==> src/rtl/seven_seg_scan_ctrl_if.sv <==
// Update handshake between application logic and the 7-segment scan controller.
// The master supplies a display value; the slave raises ready while its pending slot is empty.
interface seven_seg_scan_ctrl_if;
  localparam int unsigned VALUE_W = 16;
  localparam int unsigned DIGITS  = 4;

  logic               upd_valid_i;
  logic               upd_ready_o;
  logic [VALUE_W-1:0] value_i;
  logic [DIGITS-1:0]  dp_i;
  logic               lzb_en_i;

  modport master (
    output upd_valid_i,
    output value_i,
    output dp_i,
    output lzb_en_i,
    input  upd_ready_o
  );

  modport slave (
    input  upd_valid_i,
    input  value_i,
    input  dp_i,
    input  lzb_en_i,
    output upd_ready_o
  );
endinterface

==> src/rtl/seven_seg_scan_ctrl.sv <==
// Time-multiplexed 4-digit 7-segment scanner with anti-ghosting blank gaps.
// Display updates are staged in a one-entry slot and applied only on frame boundaries.
module seven_seg_scan_ctrl #(
  parameter int unsigned CLK_FREQ_HZ  = 27_000_000,
  parameter int unsigned REFRESH_HZ   = 250,
  parameter int unsigned BLANK_CYCLES = 64
) (
  input  logic                        clk,
  input  logic                        rst,
  seven_seg_scan_ctrl_if.slave        upd,
  output logic [3:0]                  digit_en_o,
  output logic [6:0]                  seg_o,
  output logic                        dp_o,
  output logic                        frame_done_o
);

  localparam int unsigned DIGITS      = 4;
  localparam int unsigned SEG_W       = 7;
  localparam int unsigned VALUE_W     = 16;
  localparam int unsigned DIGIT_TICKS = CLK_FREQ_HZ / (DIGITS * REFRESH_HZ);
  localparam int unsigned TICK_W      = (DIGIT_TICKS > 1) ? $clog2(DIGIT_TICKS) : 1;

  if (DIGIT_TICKS <= BLANK_CYCLES) begin : g_bad_timing
    $error("seven_seg_scan_ctrl: DIGIT_TICKS must exceed BLANK_CYCLES");
  end

  typedef enum logic {ST_BLANK, ST_DRIVE} state_t;

  typedef struct packed {
    logic [VALUE_W-1:0] value;
    logic [DIGITS-1:0]  dp;
    logic               lzb;
  } disp_t;

  state_t             state_q, state_nxt;
  logic [TICK_W-1:0]  tick_q, tick_nxt;
  logic [1:0]         dig_q, dig_nxt;
  disp_t              act_q, act_nxt;
  disp_t              pend_q, pend_nxt;
  logic               pend_full_q, pend_full_nxt;
  logic               ready_q, ready_nxt;
  logic [DIGITS-1:0]  en_nxt;
  logic [SEG_W-1:0]   seg_nxt;
  logic               dp_nxt;
  logic               frame_end;
  logic               accept;
  logic [DIGITS-1:0][3:0] nib;
  logic [DIGITS-1:0]  lead_zero;

  function automatic logic [SEG_W-1:0] hex7(input logic [3:0] n);
    case (n)
      4'h0: hex7 = 7'h3F;  4'h1: hex7 = 7'h06;  4'h2: hex7 = 7'h5B;  4'h3: hex7 = 7'h4F;
      4'h4: hex7 = 7'h66;  4'h5: hex7 = 7'h6D;  4'h6: hex7 = 7'h7D;  4'h7: hex7 = 7'h07;
      4'h8: hex7 = 7'h7F;  4'h9: hex7 = 7'h6F;  4'hA: hex7 = 7'h77;  4'hB: hex7 = 7'h7C;
      4'hC: hex7 = 7'h39;  4'hD: hex7 = 7'h5E;  4'hE: hex7 = 7'h79;  default: hex7 = 7'h71;
    endcase
  endfunction

  assign upd.upd_ready_o = ready_q;

  // Scan sequencing, update staging and next-output computation
  always_comb begin
    tick_nxt      = tick_q + TICK_W'(1);
    dig_nxt       = dig_q;
    act_nxt       = act_q;
    pend_nxt      = pend_q;
    pend_full_nxt = pend_full_q;
    en_nxt        = '0;
    seg_nxt       = '0;
    dp_nxt        = 1'b0;

    frame_end = (tick_q == TICK_W'(DIGIT_TICKS - 1)) && (dig_q == 2'd3);
    accept    = upd.upd_valid_i && ready_q;

    if (tick_q == TICK_W'(DIGIT_TICKS - 1)) begin
      tick_nxt = '0;
      dig_nxt  = dig_q + 2'd1;
    end
    state_nxt = (tick_nxt < TICK_W'(BLANK_CYCLES)) ? ST_BLANK : ST_DRIVE;

    // Ready is only high with the slot empty, so promote and accept never coincide
    if (frame_end && pend_full_q) begin
      act_nxt       = pend_q;
      pend_full_nxt = 1'b0;
    end
    if (accept) begin
      pend_nxt      = '{value: upd.value_i, dp: upd.dp_i, lzb: upd.lzb_en_i};
      pend_full_nxt = 1'b1;
    end
    ready_nxt = !pend_full_nxt;

    nib          = act_q.value;
    lead_zero[3] = (nib[3] == 4'h0);
    lead_zero[2] = lead_zero[3] && (nib[2] == 4'h0);
    lead_zero[1] = lead_zero[2] && (nib[1] == 4'h0);
    lead_zero[0] = 1'b0;

    case (state_q)
      ST_DRIVE: begin
        en_nxt  = 4'b0001 << dig_q;
        seg_nxt = (act_q.lzb && lead_zero[dig_q]) ? '0 : hex7(nib[dig_q]);
        dp_nxt  = act_q.dp[dig_q];
      end
      default: ;
    endcase
  end

  always_ff @(posedge clk) begin
    if (rst) begin
      state_q      <= ST_BLANK;
      tick_q       <= '0;
      dig_q        <= '0;
      act_q        <= '0;
      pend_q       <= '0;
      pend_full_q  <= 1'b0;
      ready_q      <= 1'b0;
      digit_en_o   <= '0;
      seg_o        <= '0;
      dp_o         <= 1'b0;
      frame_done_o <= 1'b0;
    end else begin
      state_q      <= state_nxt;
      tick_q       <= tick_nxt;
      dig_q        <= dig_nxt;
      act_q        <= act_nxt;
      pend_q       <= pend_nxt;
      pend_full_q  <= pend_full_nxt;
      ready_q      <= ready_nxt;
      digit_en_o   <= en_nxt;
      seg_o        <= seg_nxt;
      dp_o         <= dp_nxt;
      frame_done_o <= frame_end;
    end
  end

endmodule
==> src/flat_wrapper.sv <==
// flat-port wrapper written by rule: the top's interface ports become plain ports
module seven_seg_scan_ctrl_flat 
#(
  parameter int unsigned CLK_FREQ_HZ  = 27_000_000,
  parameter int unsigned REFRESH_HZ   = 250,
  parameter int unsigned BLANK_CYCLES = 64
)
  (clk, rst, digit_en_o, seg_o, dp_o, frame_done_o, upd_upd_valid_i, upd_value_i, upd_dp_i, upd_lzb_en_i, upd_upd_ready_o);
  seven_seg_scan_ctrl_if upd_i ();
  input  logic clk;
  input  logic rst;
  output logic [3:0] digit_en_o;
  output logic [6:0] seg_o;
  output logic dp_o;
  output logic frame_done_o;
  input wire logic [$bits(upd_i.upd_valid_i)-1:0] upd_upd_valid_i;
  input wire logic [$bits(upd_i.value_i)-1:0] upd_value_i;
  input wire logic [$bits(upd_i.dp_i)-1:0] upd_dp_i;
  input wire logic [$bits(upd_i.lzb_en_i)-1:0] upd_lzb_en_i;
  output wire logic [$bits(upd_i.upd_ready_o)-1:0] upd_upd_ready_o;
  assign upd_i.upd_valid_i = upd_upd_valid_i;
  assign upd_i.value_i = upd_value_i;
  assign upd_i.dp_i = upd_dp_i;
  assign upd_i.lzb_en_i = upd_lzb_en_i;
  assign upd_upd_ready_o = upd_i.upd_ready_o;
  seven_seg_scan_ctrl #(.CLK_FREQ_HZ(CLK_FREQ_HZ), .REFRESH_HZ(REFRESH_HZ), .BLANK_CYCLES(BLANK_CYCLES)) u_core (.clk(clk), .rst(rst), .upd(upd_i), .digit_en_o(digit_en_o), .seg_o(seg_o), .dp_o(dp_o), .frame_done_o(frame_done_o));
endmodule
==> config.mk <==
export PLATFORM = sky130hd
export DESIGN_NAME = seven_seg_scan_ctrl_flat
export DESIGN_NICKNAME = d
export VERILOG_FILES = /design/src/rtl/seven_seg_scan_ctrl_if.sv /design/src/rtl/seven_seg_scan_ctrl.sv /design/src/flat_wrapper.sv
export SDC_FILE = /design/constraint.sdc
export NUM_CORES = 1
export LEC_CHECK = 0
export ABC_AREA = 1
export BUFFER_PORTS_ARGS = -buffer_cell sky130_fd_sc_hd__buf_2
export CORE_MARGIN = 5
export CORE_UTILIZATION = 35
export CTS_CLUSTER_SIZE = 16
export DETAILED_ROUTE_END_ITERATION = 8
export GPL_ROUTABILITY_DRIVEN = 0
export PLACE_DENSITY = 0.61
export SLEW_MARGIN = 0
export SYNTH_ARGS = -nofsm -noshare
export SYNTH_HDL_FRONTEND = slang
export SYNTH_SLANG_ARGS = --single-unit
==> constraint.sdc <==
create_clock -name clk -period 2.5 [get_ports clk]
set_input_delay 0.5 -clock clk [delete_from_list [all_inputs] [get_ports clk]]
set_output_delay 0.5 -clock clk [all_outputs]
set_load 0.005 [all_outputs]
Word-level counts from Yosys, hierarchy flattened. Memory sizes are Yosys's and may differ from the RTL's. A register that Yosys moved wholly into a read port is not among the register bits. Index checks and enable logic that the tools add are counted.

Flip-flop bits (word level): 68. Logic and storage cells: 45. Output and inout bits: 14. Memory bits (read-only): 112. Bits of input ports: 24. Memories: 1.

Memories: (no name shown) (words 16, width 7, read ports 1, clocked after Yosys merged registers in 1, wr ports 0, line seven_seg_scan_ctrl.sv:51) `case (n)`.

Bitwise operators: 1. Eq/ne operators: 2. Add/subtract/negate cells: 2. Shifts and indexed selects: 1. $lt $le $gt $ge: 2. Muxes and demuxes: 10. Reduce and logical (&&, ||, !) cells: 12.

Operator list (count): $add 15x1->15 const B (1); $eq 15x15->1 const B (1); $lt 15x7->1 const B (1); $mux 15 (1); $logic_not 4->1 (3); $bmux 4 s2 (1); $logic_and 1x1->1 (6); $mux 1 (5); $bmux 1 s2 (2); $mux 4 (1); $shl 1x2->4 const A (1); $lt 2x3->1 const B (1); $reduce_or 3->1 (1); $add 2x1->2 const B (1); $eq 2x2->1 const B (1); $reduce_or 2->1 (1); $logic_not 1->1 (1); $not 1->1 (1).

Logic depth before layout (Yosys ltp). Gate-level depths: netlist of run 1.

Word-level depth: 7. Gate-level depth with buffers: 12.

Worst setup path before layout of run 1. OpenSTA, ideal clock, no wires.

Path kind: reg-to-reg. Start: reg u_core.dig_q[0]. End: reg u_core.seg_o[4]. Arrival: 1.780 ns. Path buffers: 1. Cell stages (with the launch flop): 9. Slack: 0.603 ns. Cell sequence: dfxtp_1 -> buf_6 -> nand2_1 -> o221ai_1 -> inv_1 -> ha_1 -> or2_2 -> a21oi_1 -> nor2_1.

Word-level cells in the longest chain between the ends: 4.

Ends and longest elaborated chain: start: declaration (line seven_seg_scan_ctrl.sv:37) `logic [1:0] dig_q, dig_nxt;`; start signal: assignment (line seven_seg_scan_ctrl.sv:124) `dig_q <= dig_nxt;`; $bmux 1 s2 (line seven_seg_scan_ctrl.sv:101) `seg_nxt = (act_q.lzb && lead_zero[dig_q]) ? '0 : hex7(nib[dig_q]);`; $mux 1 (not written as such) (line seven_seg_scan_ctrl.sv:101); $logic_and 1x1->1 (line seven_seg_scan_ctrl.sv:101); $reduce_or 3->1 (no source line); end: declaration (line seven_seg_scan_ctrl.sv:12) `output logic [6:0] seg_o,`.

Parallel ways exist; a longest one is shown, timed or not. The select of a mux whose other input is x is not followed. A chain may end at the register's enable or synchronous reset.

Final worst setup path of run 1. Ends and elaborated chain as after synthesis.

==> metrics.md, run 1 <==
| Metric | Value |
|---|---|
| Least-Margin Pin Slew | 0.653 ns |
| Layout Cells excl Fill | 604 |
| CTS Hold Bufs | 0 |
| Static Leak | 1.54 nW |
| FP Rows | 35 |
| Commonest non-fill, non-tap cell in the layout | nor2_1 |
| Placed Cells | 588 |
| Final Max Slew Viols | 0 |
| HP Class | primary input to register |
| Vias per inst | 4.68 |
| NumNets Final | between 500 and 600 |
| Post-CTS setup buffers | 0 |
| Most Used Layer, Global Route | met2 |
| Mapped Nets | about 480 |
| Initial Utilization | 35.5% |
| Slew margin rel. | 56.4% |
| Die Span Y | 106 um |
| Grt met1 use | roughly 18% |
| Largest net degree at the start of global routing | 44 |
| Pre-CTS setup slack | 0.267 ns |
| I/O Buffers | 37 |
| Worst setup margin | between 0.2 and 0.3 ns |
| Post-Synthesis Cells | 451 |
| Crit Path Class | register to register |
| Clk_lat worst skew | 0.34 ns |
| Die Wd | 106 um |
| Crit Reg-Reg Endpoint | u_core.seg_o[4] |
| TritonCTS clock tree | built |
| Post-route setup TNS | 0 ns |
| Synth warnings | 0 |
| Die Area | approximately 11000 sq um |
| Max Clk Rate | 449 MHz |
| First-pass GRT wire length | 12400 um |
| Worst r2r src | u_core.dig_q[0] |
| Initial antenna violation count | 0 |
| CP max FO | 13 |
| Worst-path clk slew | 0.09 ns |
| Ant. Diodes | 0 |
| CTS sink count | 75 |
| Post-Route Utilization | 40.8% |
| DRC Markers | 0 |
| Antenna viol nets, final | 0 |
| Number of global-route vias before repair | 2747 |
| Final setup fails | 0 |
| Synth Register Bits | 75 |
| Worst hold slack | ~0.4 ns |
| Share of cells above drive strength 1 | 13.6% |
| Routed length per instance | 11.7 um |
| Netlist Area Pre-Place | 3250 sq um |
| GR Layer Usage met3 | under 10% |
| Syn avg cell area | 7.21 sq um |
| Cell Pwr Density | 604 nW/um^2 |
| Core box area | 9150 sq um |
| Status | complete, no violations |
| Crit path from | u_core.dig_q[0] |
| H-tree depth reported by CTS | 3 |
| PostCTS Resize Cnt | 0 |
| Post-layout min period | 2.23 ns |
| Gr usage total | 13.2% |
| RSZ-0062 raised after global routing | false |
| Worst Path Arrival | 2.47 ns |
| Sequential element share of the synthesized area | 46.2% |
| Max Root-Sink Buffers | 2 |
| Worst Hold End | u_core.pend_q[17] |
| WL final | around 7100 um |
| Post-synthesis cell type count | 27 |
| Clock root cell | clkbuf_8 |
| Most frequent cells in the layout | nor2_1, dfxtp_1, nand2_1, o21ai_0, inv_1 |
| Worst path required time | 2.74 ns |
| CP Capture Type | register |
| Final Hold Violating Endpoints | 0 |
| Total number of vias | 2826 |
| Initial DRT Pass Iterations | 4 |
| Area grow syn2layout | 14.7% |
| Cell depth of the worst hold path | 3 |
| Final HPWL DP | 5270 um |
| Met2 Resource Use GR | 20.6% |
| Critical path startpoint category | register |
| Worst R2R Setup Slack | about 0.27 ns |
| Max Cap Viol | 0 |
| Final setup skew | 0.0126 ns |
| Total gr overflow | 0 |
| Critical hold path startpoint | upd_value_i[12] |
| Tcrit/Tclk final | 89.1% |
| Io pins | 38 |
| Worst vdd ir | 0.311 mV |
| Total CTS buffers | 9 |
| R2r worst-path depth | 7 |
| DR iter-0 viols | 144 |
==> cell usage after synthesis <==
cell type | count | area share [%]
o221ai_1 | 2 | 0.54
nor2_1 | 90 | 10
nand2_2 | 2 | 0.38
inv_2 | 2 | 0.23
o221ai_4 | 1 | 0.81
o21ai_1 | 1 | 0.15
dfxtp_1 | 75 | 46
buf_2 | 2 | 0.31
xor2_1 | 1 | 0.27
nor3_2 | 1 | 0.31
nor2_2 | 1 | 0.19
or2_2 | 2 | 0.38
xnor2_1 | 1 | 0.27
clkbuf_1 | 10 | 1.2
nand2_1 | 69 | 8.0
nand4_1 | 7 | 1.3
o211ai_1 | 2 | 0.46
a21oi_1 | 34 | 5.2
or2_1 | 1 | 0.19
o21ai_0 | 53 | 8.2
nor3_1 | 6 | 0.92
nand3_1 | 28 | 4.3
clkbuf_2 | 2 | 0.31
ha_1 | 9 | 3.5
nor2_4 | 1 | 0.35
buf_6 | 1 | 0.35
inv_1 | 47 | 5.4
==> how the worst max path moves through the flow <==
| stage | cells after the start | to |
|---|---|---|
| 2_1_floorplan | 8 | u_core.seg_o[4] |
| 3_3_place_gp | 7 | u_core.seg_o[4] |
| 3_5_place_dp | 7 | u_core.seg_o[4] |
| 4_1_cts | 7 | u_core.seg_o[4] |
| 5_1_grt | 7 | u_core.seg_o[4] |
| 6_report | 7 | u_core.seg_o[4] |
==> flip-flops by register name (all words and copies together) (netlist names) <==
signal	cells
u_core.pend_q	21
u_core.nib	16
u_core.tick_q	15
u_core.seg_o	7
u_core.act_q	5
u_core.digit_en_o	4
u_core.dig_q	2
u_core.dp_o	1
u_core.frame_done_o	1
u_core.pend_full_q	1
u_core.state_q	1
u_core.upd.upd_ready_o	1
==> cell families (layout without fill, tap and decap cells) <==
logic type	count (synthesis)	after routing	synth area share, %
AND/OR/NAND/NOR	208	208	26.7
flip-flops	75	75	46.2
adder cells (fa/ha/maj)	9	9	3.46
buffers and inverters	64	106	7.77
XOR/XNOR	2	2	0.539
AO/OA/AOI/OAI	93	93	15.3
==> final cells by class <==
cell class | instances | area (sq um)
fill | 972 | 5420
sequential | 75 | 1500
multi-input combinational | 312 | 1500
timing repair buffer | 41 | 215
inverter | 49 | 184
tap | 111 | 139
clock buffer | 10 | 138
clock inverter | 6 | 53.8
==> worst max-delay path: stages, from the launching register on <==
cell and delay [ns]:
dfxtp_1 0.56, nand2_1 0.23, o221ai_1 0.45, inv_1 0.18, ha_1 0.23, or2_2 0.29
a21oi_1 0.14, nor2_1 0.05
==> per-layer routing <==
metal	wire, um	up-vias
li1	-	1536
met1	3680	1234
met2	3060	54
met3	312	2
met4	44	0
met5	0	-
==> metrics by stage <==
| step | cell area, sq um | power (mW) |
|---|---|---|
| 6_report | 3730 | 2.25 |
| 5_1_grt | 3730 | 2.36 |
| 4_1_cts | 3730 | 2.29 |
| 3_5_place_dp | 3540 | 1.38 |
| 3_3_place_gp | 3540 | 1.37 |
| 2_1_floorplan | 3250 | 1.34 |
==> power by group <==
| part | switching [mW] | internal [mW] | leakage [nW] |
|---|---|---|---|
| Sequential | 0.0176 | 1.23 | 0.608 |
| Combinational | 0.0600 | 0.0424 | 0.832 |
| Clock | 0.499 | 0.409 | 0.0962 |
Note: power is estimated with default switching activity, not from simulation.
==> run 2, diff against run 1 <==
--- a/config.mk
+++ b/config.mk
@@ -12,7 +12,9 @@
 export CTS_CLUSTER_SIZE = 16
 export DETAILED_ROUTE_END_ITERATION = 8
 export GPL_ROUTABILITY_DRIVEN = 0
+export GPL_TIMING_DRIVEN = 0
 export PLACE_DENSITY = 0.61
+export RECOVER_POWER = 50
 export SLEW_MARGIN = 0
 export SYNTH_ARGS = -nofsm -noshare
 export SYNTH_HDL_FRONTEND = slang
==> run 2 against run 1 <==
  * Flip-flop and latch count did not move
  * Sequential share of layout area fell by 0.13 points
  * Clock skew fell by 0.0033 ns
  * Non-clock buffer count rose by 11
  * Count of clock-buffer cells in the layout fell by 1
  * Setup slack improved by 0.034 ns
  * Clock power fell by 3.6%
  * Via count rose by 3.4%
  * First-iteration DRC count fell by 4.2%
  * Cell area rose by 0.34%
  * Core utilization rose by 0.14 points
  * Combinational power rose by 6%
  * Largest cell class unchanged
==> metrics.md, run 2 (synthesis results as in run 1) <==
| Metric | Value |
|---|---|
| Area grow syn2layout | 15.0% |
| Max Clk Rate | 456 MHz |
| Post-layout min period | about 2.2 ns |
| Post-route setup TNS | 0 ns |
| Least-Margin Pin Slew | 0.497 ns |
| Initial Utilization | 35.5% |
| Clock root cell | clkbuf_8 |
| Max Cap Viol | 0 |
| Initial DRT Pass Iterations | 5 |
| Number of global-route vias before repair | 2789 |
| Crit Path Class | register to register |
| Pre-CTS setup slack | around 0.35 ns |
| Most frequent cells in the layout | nor2_1, dfxtp_1, nand2_1, o21ai_0, inv_1 |
| CP Capture Type | register |
| Worst path cell trace | buf_6 > nand2_1 > o221ai_1 > inv_1 > ha_1 > or2_2 > a21oi_1 > nor2_1 |
| Routed length per instance | 11.8 um |
| Total number of vias | 2922 |
| Worst Path Arrival | roughly 2.5 ns |
| H-tree depth reported by CTS | 3 |
| Worst vdd ir | ~0.29 mV |
| CP max FO | 10 |
| Worst path required time | ~2.8 ns |
| CTS Hold Bufs | 0 |
| Max Root-Sink Buffers | 2 |
| Reg with most FFs | u_core.pend_q |
| Worst R2R Setup Slack | 0.31 ns |
| Gr usage total | around 14% |
| Total CTS buffers | 9 |
| NumNets Final | roughly 530 |
| HP Class | primary input to register |
| Die Span Y | 106 um |
| First-pass GRT wire length | 12600 um |
| I/O Buffers | 37 |
| Worst setup margin | 0.307 ns |
| Final setup fails | 0 |
| Total design power | 2.23 mW |
| Vias per inst | 4.75 |
| Total gr overflow | 0 |
| WL final | 7290 um |
| CTS sink count | 75 |
| Final Hold Violating Endpoints | 0 |
| DRC Markers | 0 |
| Tcrit/Tclk final | 87.7% |
| Core box area | a little over 9000 sq um |
| Cell Pwr Density | 595 nW/um^2 |
| Number of flip-flops in the largest register | 21 |
| Worst-path clk slew | 0.09 ns |
| Fillers | 978 |
| Antenna viol nets, final | 0 |
| CP max stage cell | o221ai_1 |
| Post-CTS setup buffers | 0 |
| RSZ-0062 raised after global routing | false |
| Final HPWL DP | 5580 um |
| Ant. Diodes | 0 |
| Io pins | 38 |
| FP Rows | 35 |
| Status | complete, no violations |
| TritonCTS clock tree | built |
| Static Leak | roughly 1.5 nW |
| Final Max Slew Viols | 0 |
| Critical path startpoint category | register |
| Commonest non-fill, non-tap cell in the layout | nor2_1 |
| Final setup skew | 0.00935 ns |
| Largest net degree at the start of global routing | 16 |
| Slew margin rel. | 66.9% |
| PostCTS Resize Cnt | 0 |
| Initial antenna violation count | 0 |
| Share of cells above drive strength 1 | 11.3% |
| Die Area | 11300 sq um |
| Clk_lat worst skew | 0.36 ns |
| DR iter-0 viols | 138 |
| Die Wd | 106 um |
| Max incr delay on CP | 0.46 ns |
-- run 2: changes by cell type in the layout (fill, tap and decap cells not counted), sizes merged --
cell	delta
buf	-11
clkbuf	+21
clkinv	+2
clkinvlp	+1
inv	-2
-- run 2: critical path, delay by kind of cell, from the launching register on --
family | cells | cell delay, ns
AOI/OAI and AO/OA | 2 | 0.60
and+or+nand+nor | 3 | 0.48
DFF | 1 | 0.42
buffers and inverters | 2 | 0.35
adders and majority gates | 1 | 0.23
-- run 2: power breakdown --
group | total, mW | internal (mW) | switching [mW]
Sequential | 1.24 | 1.23 | 0.0180
Clock | 0.875 | 0.374 | 0.501
Combinational | 0.108 | 0.0428 | 0.0648
-- run 2: per-layer routing --
metal	part of all wire, %	GRT usage [%]	wire, um
met4	2.0	6.76	143
met2	42	20.9	3060
met1	52	18.4	3760
met3	4.5	2.61	327
met5	0	0	0
-- run 2: final cells by class --
type,instances,area [sq um],share of cell area [%]
Tap cell,111,139,3.71
Buffer,15,68.8,1.84
Multi-Input combinational cell,312,1490,39.9
Timing Repair Buffer,37,173,4.61
Clock buffer,9,124,3.31
Clock inverter,7,58.8,1.57
Sequential cell,75,1500,40.1
Inverter,49,184,4.91
-- run 2: path summary, 6_finish.rpt --
| check | startpoint | end | depth (start not counted) |
|---|---|---|---|
| worst max-delay path | u_core.dig_q[0] | u_core.seg_o[4] | 8 |
| worst min-delay path | upd_value_i[13] | u_core.pend_q[18] | 3 |
| worst max register to register | u_core.dig_q[0] | u_core.seg_o[4] | 8 |
| worst min register to register | u_core.act_q[4] | u_core.act_q[4] | 2 |
-- run 2: metrics by stage --
stage / utilization, % / hold WS [ns] / cell area (sq um) / cells
2_1_floorplan: - / 0.420 / 3250 / 451
3_5_place_dp: 39.1 / 0.438 / 3580 / 599
5_1_grt: 40.9 / 0.394 / 3740 / 615
3_3_place_gp: 39.1 / 0.437 / 3580 / 599
4_1_cts: 41.1 / 0.381 / 3760 / 615
6_report: 40.9 / 0.388 / 3740 / 615
